--- src/rtl/rotary_multi_pkg.sv ---
// Shared types and helpers for the multi-channel quadrature decoder.
// The detent rest code is 2'b11; states track progress through one Gray cycle.
package rotary_multi_pkg;

    typedef enum logic [2:0] {
        REST = 3'd0,
        CW1  = 3'd1,
        CW2  = 3'd2,
        CW3  = 3'd3,
        CCW1 = 3'd4,
        CCW2 = 3'd5,
        CCW3 = 3'd6
    } rot_state_t;

    localparam logic [1:0] REST_CODE = 2'b11;

    // A Gray-coded encoder can only ever flip one pin at a time.
    function automatic logic is_illegal(input logic [1:0] prev, input logic [1:0] cur);
        return (prev ^ cur) == 2'b11;
    endfunction

endpackage

--- src/rtl/rotary_chan.sv ---
// One encoder channel: 2-flop synchroniser, debouncer, detent FSM and position register.
// All outputs are registered; pulses last exactly one clock.
module rotary_chan
    import rotary_multi_pkg::*;
#(
    parameter int POS_W     = 8,
    parameter int POS_MAX   = 2**POS_W-1,
    parameter int WRAP      = 1,
    parameter int DB_CYCLES = 16
) (
    input  logic             clk,
    input  logic             rst_n,
    input  logic [1:0]       rotary_in,
    input  logic             load,
    input  logic [POS_W-1:0] load_val,
    output logic [POS_W-1:0] rotary_pos,
    output logic             rot_cw,
    output logic             rot_ccw,
    output logic             rot_err
);

    localparam int               CNT_W    = (DB_CYCLES > 1) ? $clog2(DB_CYCLES) : 1;
    localparam logic [CNT_W-1:0] CNT_LAST = CNT_W'(DB_CYCLES - 1);
    localparam logic [CNT_W-1:0] CNT_ONE  = CNT_W'(1);
    localparam logic [POS_W-1:0] POS_TOP  = POS_W'(POS_MAX);
    localparam logic [POS_W-1:0] POS_ONE  = POS_W'(1);

    logic [1:0]       sync1_reg, sync2_reg;
    logic [1:0]       clean_reg, clean_next;
    logic [1:0]       prev_reg;
    logic [CNT_W-1:0] cnt_reg, cnt_next;
    rot_state_t       state_reg, state_next;
    logic [POS_W-1:0] pos_reg, pos_next;
    logic             cw_reg, cw_next;
    logic             ccw_reg, ccw_next;
    logic             err_reg, err_next;
    logic [POS_W-1:0] load_sat;

    always_ff @(posedge clk or negedge rst_n) begin
        if (!rst_n) begin
            sync1_reg <= REST_CODE;
            sync2_reg <= REST_CODE;
            clean_reg <= REST_CODE;
            prev_reg  <= REST_CODE;
            cnt_reg   <= '0;
            state_reg <= REST;
            pos_reg   <= '0;
            cw_reg    <= 1'b0;
            ccw_reg   <= 1'b0;
            err_reg   <= 1'b0;
        end else begin
            sync1_reg <= rotary_in;
            sync2_reg <= sync1_reg;
            clean_reg <= clean_next;
            prev_reg  <= clean_reg;
            cnt_reg   <= cnt_next;
            state_reg <= state_next;
            pos_reg   <= pos_next;
            cw_reg    <= cw_next;
            ccw_reg   <= ccw_next;
            err_reg   <= err_next;
        end
    end

    // Debouncer: accept a new code only after it has differed from clean long enough.
    always_comb begin
        clean_next = clean_reg;
        cnt_next   = '0;
        if (sync2_reg != clean_reg) begin
            if (cnt_reg == CNT_LAST) begin
                clean_next = sync2_reg;
            end else begin
                cnt_next = cnt_reg + CNT_ONE;
            end
        end
    end

    always_comb begin
        state_next = state_reg;
        cw_next    = 1'b0;
        ccw_next   = 1'b0;
        err_next   = 1'b0;
        if (clean_reg != prev_reg) begin
            if (is_illegal(prev_reg, clean_reg)) begin
                state_next = REST;
                err_next   = 1'b1;
            end else begin
                case (state_reg)
                    REST: begin
                        if (clean_reg == 2'b01)      state_next = CW1;
                        else if (clean_reg == 2'b10) state_next = CCW1;
                    end
                    CW1: begin
                        if (clean_reg == 2'b00)      state_next = CW2;
                        else if (clean_reg == 2'b11) state_next = REST;
                    end
                    CW2: begin
                        if (clean_reg == 2'b10)      state_next = CW3;
                        else if (clean_reg == 2'b01) state_next = CW1;
                    end
                    CW3: begin
                        if (clean_reg == 2'b11) begin
                            state_next = REST;
                            cw_next    = 1'b1;
                        end else if (clean_reg == 2'b00) begin
                            state_next = CW2;
                        end
                    end
                    CCW1: begin
                        if (clean_reg == 2'b00)      state_next = CCW2;
                        else if (clean_reg == 2'b11) state_next = REST;
                    end
                    CCW2: begin
                        if (clean_reg == 2'b01)      state_next = CCW3;
                        else if (clean_reg == 2'b10) state_next = CCW1;
                    end
                    CCW3: begin
                        if (clean_reg == 2'b11) begin
                            state_next = REST;
                            ccw_next   = 1'b1;
                        end else if (clean_reg == 2'b00) begin
                            state_next = CCW2;
                        end
                    end
                    default: state_next = REST;
                endcase
            end
        end
    end

    assign load_sat = (load_val > POS_TOP) ? POS_TOP : load_val;

    // Preload wins over a same-cycle count; the pulse itself is unaffected.
    always_comb begin
        pos_next = pos_reg;
        if (load) begin
            pos_next = load_sat;
        end else if (cw_next) begin
            if (pos_reg == POS_TOP) pos_next = (WRAP != 0) ? '0 : POS_TOP;
            else                    pos_next = pos_reg + POS_ONE;
        end else if (ccw_next) begin
            if (pos_reg == '0) pos_next = (WRAP != 0) ? POS_TOP : '0;
            else               pos_next = pos_reg - POS_ONE;
        end
    end

    assign rotary_pos = pos_reg;
    assign rot_cw     = cw_reg;
    assign rot_ccw    = ccw_reg;
    assign rot_err    = err_reg;

endmodule

--- src/rtl/rotary_multi.sv ---
// Multi-channel quadrature decoder: one independent rotary_chan per encoder,
// with ports packed channel-major.
module rotary_multi
    import rotary_multi_pkg::*;
#(
    parameter int CHANNELS  = 2,
    parameter int POS_W     = 8,
    parameter int POS_MAX   = 2**POS_W-1,
    parameter int WRAP      = 1,
    parameter int DB_CYCLES = 16
) (
    input  logic                      clk,
    input  logic                      rst_n,
    input  logic [2*CHANNELS-1:0]     rotary_in,
    input  logic [CHANNELS-1:0]       load,
    input  logic [POS_W-1:0]          load_val,
    output logic [POS_W*CHANNELS-1:0] rotary_pos,
    output logic [CHANNELS-1:0]       rot_cw,
    output logic [CHANNELS-1:0]       rot_ccw,
    output logic [CHANNELS-1:0]       rot_err
);

    genvar gi;
    generate
        for (gi = 0; gi < CHANNELS; gi++) begin : g_chan
            rotary_chan #(
                .POS_W     (POS_W),
                .POS_MAX   (POS_MAX),
                .WRAP      (WRAP),
                .DB_CYCLES (DB_CYCLES)
            ) u_chan (
                .clk        (clk),
                .rst_n      (rst_n),
                .rotary_in  (rotary_in[2*gi +: 2]),
                .load       (load[gi]),
                .load_val   (load_val),
                .rotary_pos (rotary_pos[POS_W*gi +: POS_W]),
                .rot_cw     (rot_cw[gi]),
                .rot_ccw    (rot_ccw[gi]),
                .rot_err    (rot_err[gi])
            );
        end
    endgenerate

endmodule
--- config.mk ---
export PLATFORM = sky130hd
export DESIGN_NAME = rotary_multi
export DESIGN_NICKNAME = d
export VERILOG_FILES = /design/src/rtl/rotary_multi_pkg.sv /design/src/rtl/rotary_chan.sv /design/src/rtl/rotary_multi.sv
export SDC_FILE = /design/constraint.sdc
export NUM_CORES = 1
export LEC_CHECK = 0
export CAP_MARGIN = 30
export CORE_MARGIN = 2
export CORE_UTILIZATION = 57
export CTS_BUF_LIST = sky130_fd_sc_hd__clkbuf_16
export DETAILED_ROUTE_END_ITERATION = 10
export PLACE_DENSITY = 0.81
export RECOVER_POWER = 100
export SYNTH_ARGS = -nofsm -noshare
export SYNTH_HDL_FRONTEND = slang
export SYNTH_SLANG_ARGS = --single-unit
--- constraint.sdc ---
create_clock -name clk -period 2.3 [get_ports clk]
set_input_delay 0.46 -clock clk [delete_from_list [all_inputs] [get_ports clk]]
set_output_delay 0.46 -clock clk [all_outputs]
set_load 0.05 [all_outputs]
## Yosys cells after proc, flatten, opt, wreduce, memory -nomap -nowiden

Index checks and enable logic that the tools add are counted.
W data, S select, Z words.

- Add/sub/neg operators: 6
- Multipliers: 0
- Divide/modulo/power cells: 0
- Magnitude comparators: 1
- Equal/unequal tests: 34
- Shift-type cells: 0
- Mux-type cells: 61
- Bitwise logic cells: 2
- Reductions and logical operators: 12

Operators with widths:

| operator | count |
|---|---|
| $mux W8 | 11 |
| $mux W3 | 26 |
| $pmux W3 S7 | 2 |
| $ne A4 B1 Y1 const B | 6 |
| $eq A3 B3 Y1 const B | 6 |
| $mux W1 | 18 |
| $add A8 B1 Y8 const B | 2 |
| $eq A8 B8 Y1 const B | 2 |
| $logic_not A8 Y1 | 2 |
| $mux W4 | 4 |
| $sub A8 B1 Y8 const B | 2 |
| $eq A2 B2 Y1 const B | 6 |
| $eq A3 B2 Y1 const B | 4 |
| $add A4 B1 Y4 const B | 2 |
| $eq A4 B4 Y1 const B | 2 |
| $gt A8 B8 Y1 const B | 1 |
| $ne A2 B2 Y1 | 4 |
| $reduce_and A4 Y1 | 2 |
| $eq A3 B1 Y1 const B | 2 |
| $logic_not A3 Y1 | 2 |
| $reduce_bool A3 Y1 | 2 |
| $eq A2 B1 Y1 const B | 2 |
| $logic_not A2 Y1 | 2 |
| $reduce_and A2 Y1 | 2 |
| $xor A2 B2 Y2 | 2 |

- Register bits after elaboration: 52
- Bits in latches: 0
- Bits in writable memories: 0
- ROM bits: 0
- Input bits: 16
- Logic and storage cells: 136
- Memories kept: 0

## Depth between registers and ports, before layout

Gate-level depths: netlist of run 1.

- Depth in word-level cells: 8
- Depth in mapped cells: 8
- Mapped depth without buffers: 7

## Modules after synthesis

A second synthesis of run 1 with hierarchy kept.

- Cell total of the unflattened synthesis: 353
- Area total of the unflattened synthesis: 3423.3 um^2

Modules (own cells, without submodules):

| module | times used | cells an instance | area an instance (um^2) | seq. area each (um^2) |
|---|---|---|---|---|
| rotary_chan (g_chan[1].u_chan) | 1 | 178 | 1739.2 | 660.6 |
| rotary_chan (g_chan[0].u_chan) | 1 | 175 | 1684.1 | 660.6 |

## Least setup slack after synthesis of run 1

No wires, ideal clock.

- Kind: flip-flop to flip-flop
- Start: reg g_chan[0].u_chan.pos_reg[2]
- End: reg g_chan[0].u_chan.pos_reg[7]
- Arrival: 2.091 ns
- Data required time: 2.223 ns
- Slack: 0.132 ns
- Cell stages (with the launch flop): 7
- Buffers on the path: 1
- Cell sequence: dfrtp_1 -> clkbuf_1 -> nor4_1 -> and4b_1 -> a211oi_1 -> o31a_1 -> a21oi_1

- Cells in the longest elaborated chain, start to end: 5
- Elaborated cells on any way between the ends: 9
- Those cells by class: 2 x add/sub; 1 x eq/ne; 5 x mux; 1 x reduce/logical

RTL lines:

| what | line | text |
|---|---|---|
| start, declared | rotary_chan.sv:33 | `logic [POS_W-1:0] pos_reg, pos_next;` |
| start signal, assigned | rotary_chan.sv:58 | `pos_reg <= pos_next;` |
| $sub A8 B1 Y8 or $logic_not A8 Y1 (tied branches) | rotary_chan.sv:143, rotary_chan.sv:142 |  |
| $mux W8 | rotary_chan.sv:142 | `if (pos_reg == '0) pos_next = (WRAP != 0) ? POS_TOP : '0;` |
| $mux W8 | rotary_chan.sv:141 | `end else if (ccw_next) begin` |
| $mux W8 (*) | rotary_chan.sv:138 | `end else if (cw_next) begin` |
| $mux W8 (*) | rotary_chan.sv:136 | `if (load) begin` |

Mark *: on every way between the ends. The rest lies on a longest branch, timed or not. The select of a mux whose other input is x is not followed.
A chain may end at the register's enable or synchronous reset.

## Final worst setup path of run 1

- Start: reg g_chan[1].u_chan.pos_reg[3]
- End: out rotary_pos[11]

RTL lines:

| what | line | text |
|---|---|---|
| start, declared | rotary_chan.sv:33 |  |
| start signal, assigned | rotary_chan.sv:58 |  |
| end, declared | rotary_multi.sv:17 | `output logic [POS_W*CHANNELS-1:0] rotary_pos,` |

No word-level cell between the ends.

==> impl_summary.log, run 1 <==
[metrics] per-cell routed wire length: 16.4 um
[metrics] Sum Neg Setup Slack: 0 ps
[metrics] dominant delay contributor by cell family on the critical path: buffers and inverters
[metrics] measured slew at the worst slew-check pin: 863 ps
[metrics] worst-path cell chain: dlygate4sd3_1
[metrics] Crit Path Category: reg -> out
[metrics] TritonCTS buffer count: 5
[metrics] Max-slew headroom: 42.5%
[metrics] CTS tree: yes
[metrics] leakage power total: 1.61 nW
[metrics] DRT Pass-1 Iters: 5
[metrics] core region area: 0.00557 mm^2
[metrics] proportion of layout cells with a drive suffix above 1: 11.2%
[metrics] post-detailed-route count of antenna-violating nets: 0
[metrics] clock insertion delay at the later pin of the skew report: 290 ps
[metrics] layout net count: 417
[metrics] number of buffer and inverter instances along the worst setup path: 1
[metrics] Startpoint Class: register
[metrics] max FFs per register: 16
[metrics] leading cell types by total area after synthesis: sky130_fd_sc_hd__dfrtp_1 27%, sky130_fd_sc_hd__dfstp_2 13%, sky130_fd_sc_hd__a21oi_1 4.5%
[metrics] post-synthesis net count: 391
[metrics] sequential cell area fraction in the yosys report: 39.5%
[metrics] Total GRT Usage: 25.2%
[metrics] total DRC errors in the routed layout: 0
[metrics] post-synthesis cell type count: 62
[metrics] number of global-route vias before repair: about 2800
[metrics] cell area after synthesis: 0.00334 mm^2
[metrics] IR drop worst, VDD: 0.000596 V
[metrics] Yosys warning count: 0
[metrics] sort of element at the end of the critical path: output port
[metrics] initial antenna violation count: 0
[metrics] Crit-path slowest cell: sky130_fd_sc_hd__dlygate4sd3_1
[metrics] DIE WIDTH: 80.6 um
[metrics] Worst Slack Setup Final: 71.6 ps
[metrics] last weighted congestion value of the routability-driven placer: 0.922
[metrics] cts-stage hold buffer count: 0
[metrics] flip-flop cell with the highest count after synthesis: sky130_fd_sc_hd__dfrtp_1
[metrics] maximum fanout along the worst path: 9
[metrics] run status: finished, final reports clean
[metrics] maximum clock rate: 449 MHz
[metrics] largest buffer count on any clock path: 2
[metrics] share of Yosys cell area claimed by the top area cell type: 27.0%
[metrics] final max-slew violation count: 0
[metrics] number of enable-type register cells in the synthesized netlist: 0
[metrics] Final Hold Violating Endpoints: 0
[metrics] pin count of the biggest net entering global routing: 25
[metrics] number of I/O port buffers: 37
[metrics] Synth top cells by count: 36 x sky130_fd_sc_hd__dfrtp_1, 30 x sky130_fd_sc_hd__a21oi_1, 25 x sky130_fd_sc_hd__nand2_1
[metrics] area of the die: 0.00649 mm^2
[metrics] Pwr Density: between 1000 and 1500 mW/mm^2
[metrics] library cell occupying the most area in the post-synthesis netlist: sky130_fd_sc_hd__dfrtp_1
[metrics] final period utilization: 96.9%
[metrics] largest stage delay on the critical path: 930 ps
[metrics] data arrival time of the critical path: ~1800 ps
[metrics] max_cap viols: 0
[metrics] die span in y: ~81 um
[metrics] required time of the critical path: 1840 ps
[metrics] total number of placement rows: 27
[metrics] average size of a mapped cell: around 9.1 um^2
[metrics] Fill cells: 446
[metrics] initial core utilization: 60.0%
[metrics] postcts setup bufs: 0
[metrics] Vias/cell: 6.20
[metrics] Resized Gates After CTS: 0
[metrics] dominant cell by count in the synthesized netlist: sky130_fd_sc_hd__dfrtp_1
[metrics] clock period minus final worst setup slack: 2230 ps
[metrics] remaining global-route overflow: 0
[metrics] RSZ-0062 raised after global routing: no
[metrics] placed wire-length estimate after detailed placement: 5360 um
[metrics] worst-case clock skew: 4.79 ps
[metrics] IO Count: 38
[metrics] H-tree levels: 2
[metrics] proportion of synthesized flip-flops having asynchronous set or reset: 100%
[metrics] total cell area at the placement stage: 0.00374 mm^2
[metrics] post-synthesis instance total: 367
[metrics] count of inserted antenna diode cells: 0
[metrics] FF+latch count, synth: 52
[metrics] vias after detailed routing: between 2000 and 3000
[metrics] worst-case hold slack: 252 ps
[metrics] synthesis-to-layout area growth: 16.5%
[metrics] Sink Count: 52
[metrics] DR iter-0 viols: 232
[metrics] summed area of non-filler cells in the final layout: 0.00389 mm^2
[metrics] Finish-stage setup viols: 0
[metrics] total wire length: 7640 um
[metrics] clock-pin slew on the worst setup and hold paths: approximately 70 ps
[metrics] classification of the worst-slack hold path: in -> async
[metrics] global-route wire length before repair: ~13000 um
[metrics] pre-CTS setup slack: about 190 ps
[metrics] Root Driver: sky130_fd_sc_hd__clkbuf_16
-- area by class of cell --
cell class,count,area (um^2),area share [%]
inverters,18,67.6,1.74
clock buffers,5,125,3.21
clock inverters,3,46.3,1.19
multi-input cells,267,1800,46.3
flip-flops and latches,52,1320,33.9
repair buffers,49,440,11.3
well taps,72,90.1,2.31
-- worst paths after layout --
path                                                       startpoint                                    endpoint  slack, ps  cells after the start
max                        g_chan[1].u_chan.rotary_pos[3]$_DFFE_PN0P_                              rotary_pos[11]         70                      1
min                                                             rst_n  g_chan[1].u_chan.rotary_pos[6]$_DFFE_PN0P_        250                      1
max reg2reg                    g_chan[0].u_chan.prev_reg[0]$_DFF_PN1_  g_chan[0].u_chan.rotary_pos[2]$_DFFE_PN0P_        100                      5
min reg2reg                   g_chan[1].u_chan.sync1_reg[0]$_DFF_PN1_     g_chan[1].u_chan.sync2_reg[0]$_DFF_PN1_        360                      0
max in group asynchronous                                       rst_n          g_chan[1].u_chan.rot_err$_DFF_PN0_        910                      2
min in group clk              g_chan[1].u_chan.sync1_reg[0]$_DFF_PN1_     g_chan[1].u_chan.sync2_reg[0]$_DFF_PN1_        360                      0
-- cells in the final DEF, fill, tap and decap left out, types with 3 or more instances in the layout --
cell,instances
sky130_fd_sc_hd__and4_1,4
sky130_fd_sc_hd__a21oi_1,30
sky130_fd_sc_hd__nand4_1,4
sky130_fd_sc_hd__a311oi_1,3
sky130_fd_sc_hd__clkbuf_16,5
sky130_fd_sc_hd__nor3b_1,5
sky130_fd_sc_hd__dfstp_2,15
sky130_fd_sc_hd__a31oi_1,5
sky130_fd_sc_hd__or3b_2,4
sky130_fd_sc_hd__mux2i_1,6
sky130_fd_sc_hd__nand3_1,11
sky130_fd_sc_hd__a22oi_1,4
sky130_fd_sc_hd__o31ai_1,4
sky130_fd_sc_hd__and3_1,5
sky130_fd_sc_hd__xnor2_1,12
sky130_fd_sc_hd__nor2_1,18
sky130_fd_sc_hd__nor2b_1,8
sky130_fd_sc_hd__o221ai_1,3
sky130_fd_sc_hd__dlygate4sd3_1,23
sky130_fd_sc_hd__o21ai_0,14
sky130_fd_sc_hd__a211oi_1,8
sky130_fd_sc_hd__clkdlybuf4s50_1,13
sky130_fd_sc_hd__buf_4,8
sky130_fd_sc_hd__mux2_2,4
sky130_fd_sc_hd__ha_1,8
sky130_fd_sc_hd__nand2_1,25
sky130_fd_sc_hd__xor2_1,13
sky130_fd_sc_hd__nand3b_1,6
sky130_fd_sc_hd__nor4_1,6
sky130_fd_sc_hd__clkbuf_1,4
sky130_fd_sc_hd__or3_1,7
sky130_fd_sc_hd__nand2b_1,4
sky130_fd_sc_hd__inv_1,17
sky130_fd_sc_hd__dfrtp_1,36
sky130_fd_sc_hd__nor3_1,6
sky130_fd_sc_hd__a221o_1,3
sky130_fd_sc_hd__a21o_1,3
-- power breakdown --
part           leakage, nW  internal, mW  switching (mW)
clock               0.0804         0.517           0.345
combinational        0.905         0.715           0.883
sequential           0.622          1.19           0.350
-- per-layer routing --
metal / share of wire, % / GRT usage, %
met4: 1.9 / 10.8
met1: 43 / 31.7
met2: 49 / 43.3
met5: 0 / 0
met3: 5.4 / 3.37
-- cell families (layout without fill, tap and decap cells) --
group           after synthesis  count (layout)  share of synthesized area, %
xor+xnor                     25              25                          6.55
flops                        52              52                          39.5
fa+ha+maj                     9               9                          3.29
compound gates               98              98                          19.7
buf+inv                      48              75                          6.40
simple gates                124             124                          20.9
mux                          11              11                          3.59
-- metrics by stage --
step,cells,util [%],total power [mW]
after detailed placement,458,67.1,3.15
after floorplan,367,-,2.74
after global placement,458,67.1,3.07
final,466,69.9,4.00
after global routing,466,69.9,4.27
after CTS,466,70.2,4.04
Note: power is estimated with default switching activity, not from simulation.
==> inputs of run 2 (changes only) <==
--- a/config.mk
+++ b/config.mk
@@ -7,10 +7,10 @@
 export LEC_CHECK = 0
 export CAP_MARGIN = 30
 export CORE_MARGIN = 2
-export CORE_UTILIZATION = 57
+export CORE_UTILIZATION = 51
 export CTS_BUF_LIST = sky130_fd_sc_hd__clkbuf_16
 export DETAILED_ROUTE_END_ITERATION = 10
-export PLACE_DENSITY = 0.81
+export PLACE_DENSITY = 0.76
 export RECOVER_POWER = 100
 export SYNTH_ARGS = -nofsm -noshare
 export SYNTH_HDL_FRONTEND = slang
==> constraint.sdc (replaced) <==
create_clock -name clk -period 2 [get_ports clk]
set_input_delay 0.4 -clock clk [delete_from_list [all_inputs] [get_ports clk]]
set_output_delay 0.4 -clock clk [all_outputs]
set_load 0.05 [all_outputs]
==> run 2 against run 1 <==
Routed wire length increased by 0.82%. Power grew 17%. Hold slack better by 100 ps. Non-clock buffer count rose by 19. Cell count up 5.2%. Register-to-register slack got worse by 70 ps. Flip-flop and latch count unchanged. Largest power group unchanged.
==> impl_summary.log, run 2 (synthesis gave the netlist of run 1 again) <==
[metrics] run status: finished, final reports clean
[metrics] post-detailed-route count of antenna-violating nets: 0 (unchanged)
[metrics] sw power: 1.83 mW (+16%)
[metrics] RSZ-0062 raised after global routing: yes
[metrics] CTS tree: yes
[metrics] Pwr Density: 1160 mW/mm^2 (+13%)
[metrics] classification of the worst-slack hold path: reg -> reg
[metrics] final max-slew violation count: 0 (unchanged)
[metrics] Min-Delay Endpoint: g_chan[1].u_chan.sync2_reg[1]$_DFF_PN1_
[metrics] IR drop worst, VDD: 0.000765 V (+29%)
[metrics] worst reg2reg path endpoint: g_chan[1].u_chan.rotary_pos[3]$_DFFE_PN0P_
[metrics] initial core utilization: 52.6% (-7.3 points)
[metrics] IO Count: 38 (unchanged)
[metrics] measured slew at the worst slew-check pin: 1290 ps (+430 ps)
[metrics] largest buffer count on any clock path: 2 (unchanged)
[metrics] highest-count cells in the layout ignoring fill and taps: 39 x sky130_fd_sc_hd__buf_4, 33 x sky130_fd_sc_hd__dfrtp_1, 30 x sky130_fd_sc_hd__a21oi_1
[metrics] pin count of the biggest net entering global routing: 53 (+110%)
[metrics] number of global-route vias before repair: 2779 (-0.82%)
[metrics] remaining global-route overflow: 0 (unchanged)
[metrics] Switching Share: 39.0% (-0.41 points)
[metrics] placed wire-length estimate after detailed placement: 5380 um (+0.29%)
[metrics] leakage power total: 1.71 nW (+6.3%)
[metrics] last weighted congestion value of the routability-driven placer: 0.929 (+0.70%)
[metrics] clock insertion delay at the later pin of the skew report: 290 ps (about the same)
[metrics] launch instance of the worst min-delay path: g_chan[1].u_chan.sync1_reg[1]$_DFF_PN1_
[metrics] per-cell routed wire length: 15.7 um (-4.1%)
[metrics] total wire length: 7700 um (+0.82%)
[metrics] clock-pin slew on the worst setup and hold paths: 70 ps (about the same)
[metrics] TritonCTS buffer count: 5 (unchanged)
[metrics] metal2 WL: 3710 um (-1.3%)
[metrics] sort of element at the end of the critical path: register
[metrics] worst-case hold slack: 355 ps (+104 ps)
[metrics] Resized Gates After CTS: 0 (unchanged)
[metrics] synthesis-to-layout area growth: 21.0%
[metrics] maximum clock rate: between 500 and 600 MHz
[metrics] met3 routed WL: 507 um (+22%)
[metrics] Total GRT Usage: 22.0% (-3.2 points)
[metrics] cts-stage hold buffer count: 0 (unchanged)
[metrics] Finish-stage setup viols: 0 (unchanged)
[metrics] Fill cells: 525 (+18%)
[metrics] Vias/cell: 5.99 (-3.3%)
[metrics] Final Hold Violating Endpoints: 0 (unchanged)
[metrics] count of inserted antenna diode cells: 0 (unchanged)
[metrics] Sum Neg Setup Slack: 0 ps (unchanged)
[metrics] maximum fanout along the worst path: 9 (unchanged)
[metrics] total number of placement rows: 29 (+7.4%)
[metrics] post-route core utilization: 63.7% (-6.2 points)
[metrics] die span in y: 85.0 um (+5.4%)
[metrics] commonest non-fill, non-tap cell in the layout: sky130_fd_sc_hd__buf_4
[metrics] DIE WIDTH: 85.0 um (+5.4%)
[metrics] global-route wire length before repair: 13000 um (+0.96%)
[metrics] Sink Count: 52 (unchanged)
[metrics] max_cap viols: 0 (unchanged)
[metrics] dominant delay contributor by cell family on the critical path: compound AO/OA/AOI/OAI gates
[metrics] DRT Pass-1 Iters: 5 (unchanged)
[metrics] launching point of the worst reg2reg path: g_chan[1].u_chan.rotary_pos[0]$_DFFE_PN0P_
[metrics] clock period minus final worst setup slack: 1970 ps
[metrics] worst-case clock skew: 9.07 ps (+4.29 ps)
[metrics] flop-to-flop setup slack: 30 ps (-70 ps)
[metrics] detailed-routing wirelength on met1: 3350 um (+0.81%)
[metrics] instance count along the most critical hold path: 0
[metrics] Internal Pwr Total: 2.87 mW (+18%)
[metrics] vias after detailed routing: 2935 (+1.7%)
[metrics] share of power burned in registers: 36.3% (-2.2 points)
[metrics] largest stage delay on the critical path: 520 ps (-410 ps)
[metrics] Max-slew headroom: 13.8% (-29 points)
[metrics] power share of the combinational group: 43.8% (+3.9 points)
[metrics] DR iter-0 viols: 289 (+25%)
[metrics] number of gates on the worst path with buffers counted: 6 (+5)
[metrics] core region area: 0.00635 mm^2 (+14%)
[metrics] number of I/O port buffers: 37 (unchanged)
[metrics] H-tree levels: 2 (unchanged)
[metrics] number of buffer and inverter instances along the worst setup path: 1 (unchanged)
[metrics] total DRC errors in the routed layout: 0 (unchanged)
[metrics] Startpoint Class: register
[metrics] share of power burned in the clock network: 19.9% (-1.7 points)
[metrics] data arrival time of the critical path: 2120 ps (+350 ps)
[metrics] postcts setup bufs: 0 (unchanged)
[metrics] worst-path cell chain: inv_1, ha_1, nor2b_1, and3_1, o311ai_0, a21oi_1
[metrics] Crit Path Category: reg -> reg
[metrics] max layer used: met4
[metrics] max FFs per register: 16 (unchanged)
[metrics] post-layout total power: 4.70 mW (+17%)
[metrics] Register-to-Register Path Depth: 6 (+1)
[metrics] layout net count: 436 (+4.6%)
[metrics] Root Driver: sky130_fd_sc_hd__clkbuf_16
[metrics] initial antenna violation count: 0 (unchanged)
[metrics] proportion of layout cells with a drive suffix above 1: 20.6% (+9.4 points)
[metrics] final period utilization: ~98%
[metrics] required time of the critical path: 2150 ps (+310 ps)
[metrics] area of the die: 0.00722 mm^2 (+11%)
[metrics] Crit-path slowest cell: sky130_fd_sc_hd__dfrtp_1
## run 2: cell types whose count changed in the layout (fill, tap and decap cells not counted), moves of 3 or more
cell	change
sky130_fd_sc_hd__dfrtp_2	+3
sky130_fd_sc_hd__nor4_1	-3
sky130_fd_sc_hd__clkdlybuf4s50_1	+6
sky130_fd_sc_hd__dfrtp_1	-3
sky130_fd_sc_hd__nor4_2	+3
sky130_fd_sc_hd__dlygate4sd3_1	-19
sky130_fd_sc_hd__buf_4	+31
## run 2: final cells by class
cell class                      count  area, um^2  area share, %
Clock buffer                        6         150           3.71
Timing Repair Buffer               68         557           13.8
Clock inverter                      2        12.5          0.309
Multi-Input combinational cell    267        1840           45.4
Tap cell                           77        96.3           2.38
Inverter                           18        67.6           1.67
Sequential cell                    52        1330           32.8
## run 2: metrics by stage
| step | worst slack [ps] | cells | area [um^2] |
|---|---|---|---|
| after floorplan | 2.98 | 367 | 3360 |
| after global placement | 93.4 | 482 | 3890 |
| after detailed placement | 49.6 | 482 | 3890 |
| after CTS | 13.0 | 490 | 4060 |
| after global routing | -46.1 | 490 | 4040 |
| final | 32.0 | 490 | 4040 |
## run 2: routing by layer
metal	vias up	GRT usage, %
li1	1424	-
met1	1389	29.1
met2	110	36.1
met3	12	4.57
met4	0	7.36
met5	-	0
## run 2: how the worst max path moves through the flow
| stage | start | end |
|---|---|---|
| floorplan | g_chan[0].u_chan.rotary_pos[2]$_DFFE_PN0P_ | g_chan[0].u_chan.rotary_pos[5]$_DFFE_PN0P_ |
| global placement | g_chan[0].u_chan.prev_reg[0]$_DFF_PN1_ | g_chan[0].u_chan.rotary_pos[6]$_DFFE_PN0P_ |
| detailed placement | g_chan[1].u_chan.prev_reg[1]$_DFF_PN1_ | g_chan[1].u_chan.state_reg[0]$_DFFE_PN0P_ |
| CTS | g_chan[0].u_chan.rotary_pos[3]$_DFFE_PN0P_ | rotary_pos[3] |
| global route | g_chan[0].u_chan.rotary_pos[0]$_DFFE_PN0P_ | g_chan[0].u_chan.rotary_pos[2]$_DFFE_PN0P_ |
| finish | g_chan[1].u_chan.rotary_pos[0]$_DFFE_PN0P_ | g_chan[1].u_chan.rotary_pos[3]$_DFFE_PN0P_ |
## run 2: power by group through the flow
| stage | combinational, mW | clock, mW | sequential (mW) |
|---|---|---|---|
| floorplan | 1.47 | 0 | 1.69 |
| global placement | 1.96 | 0 | 1.69 |
| detailed placement | 2.02 | 0 | 1.72 |
| CTS | 2.05 | 0.960 | 1.70 |
| global route | 2.31 | 1.00 | 1.76 |
| finish | 2.06 | 0.937 | 1.70 |
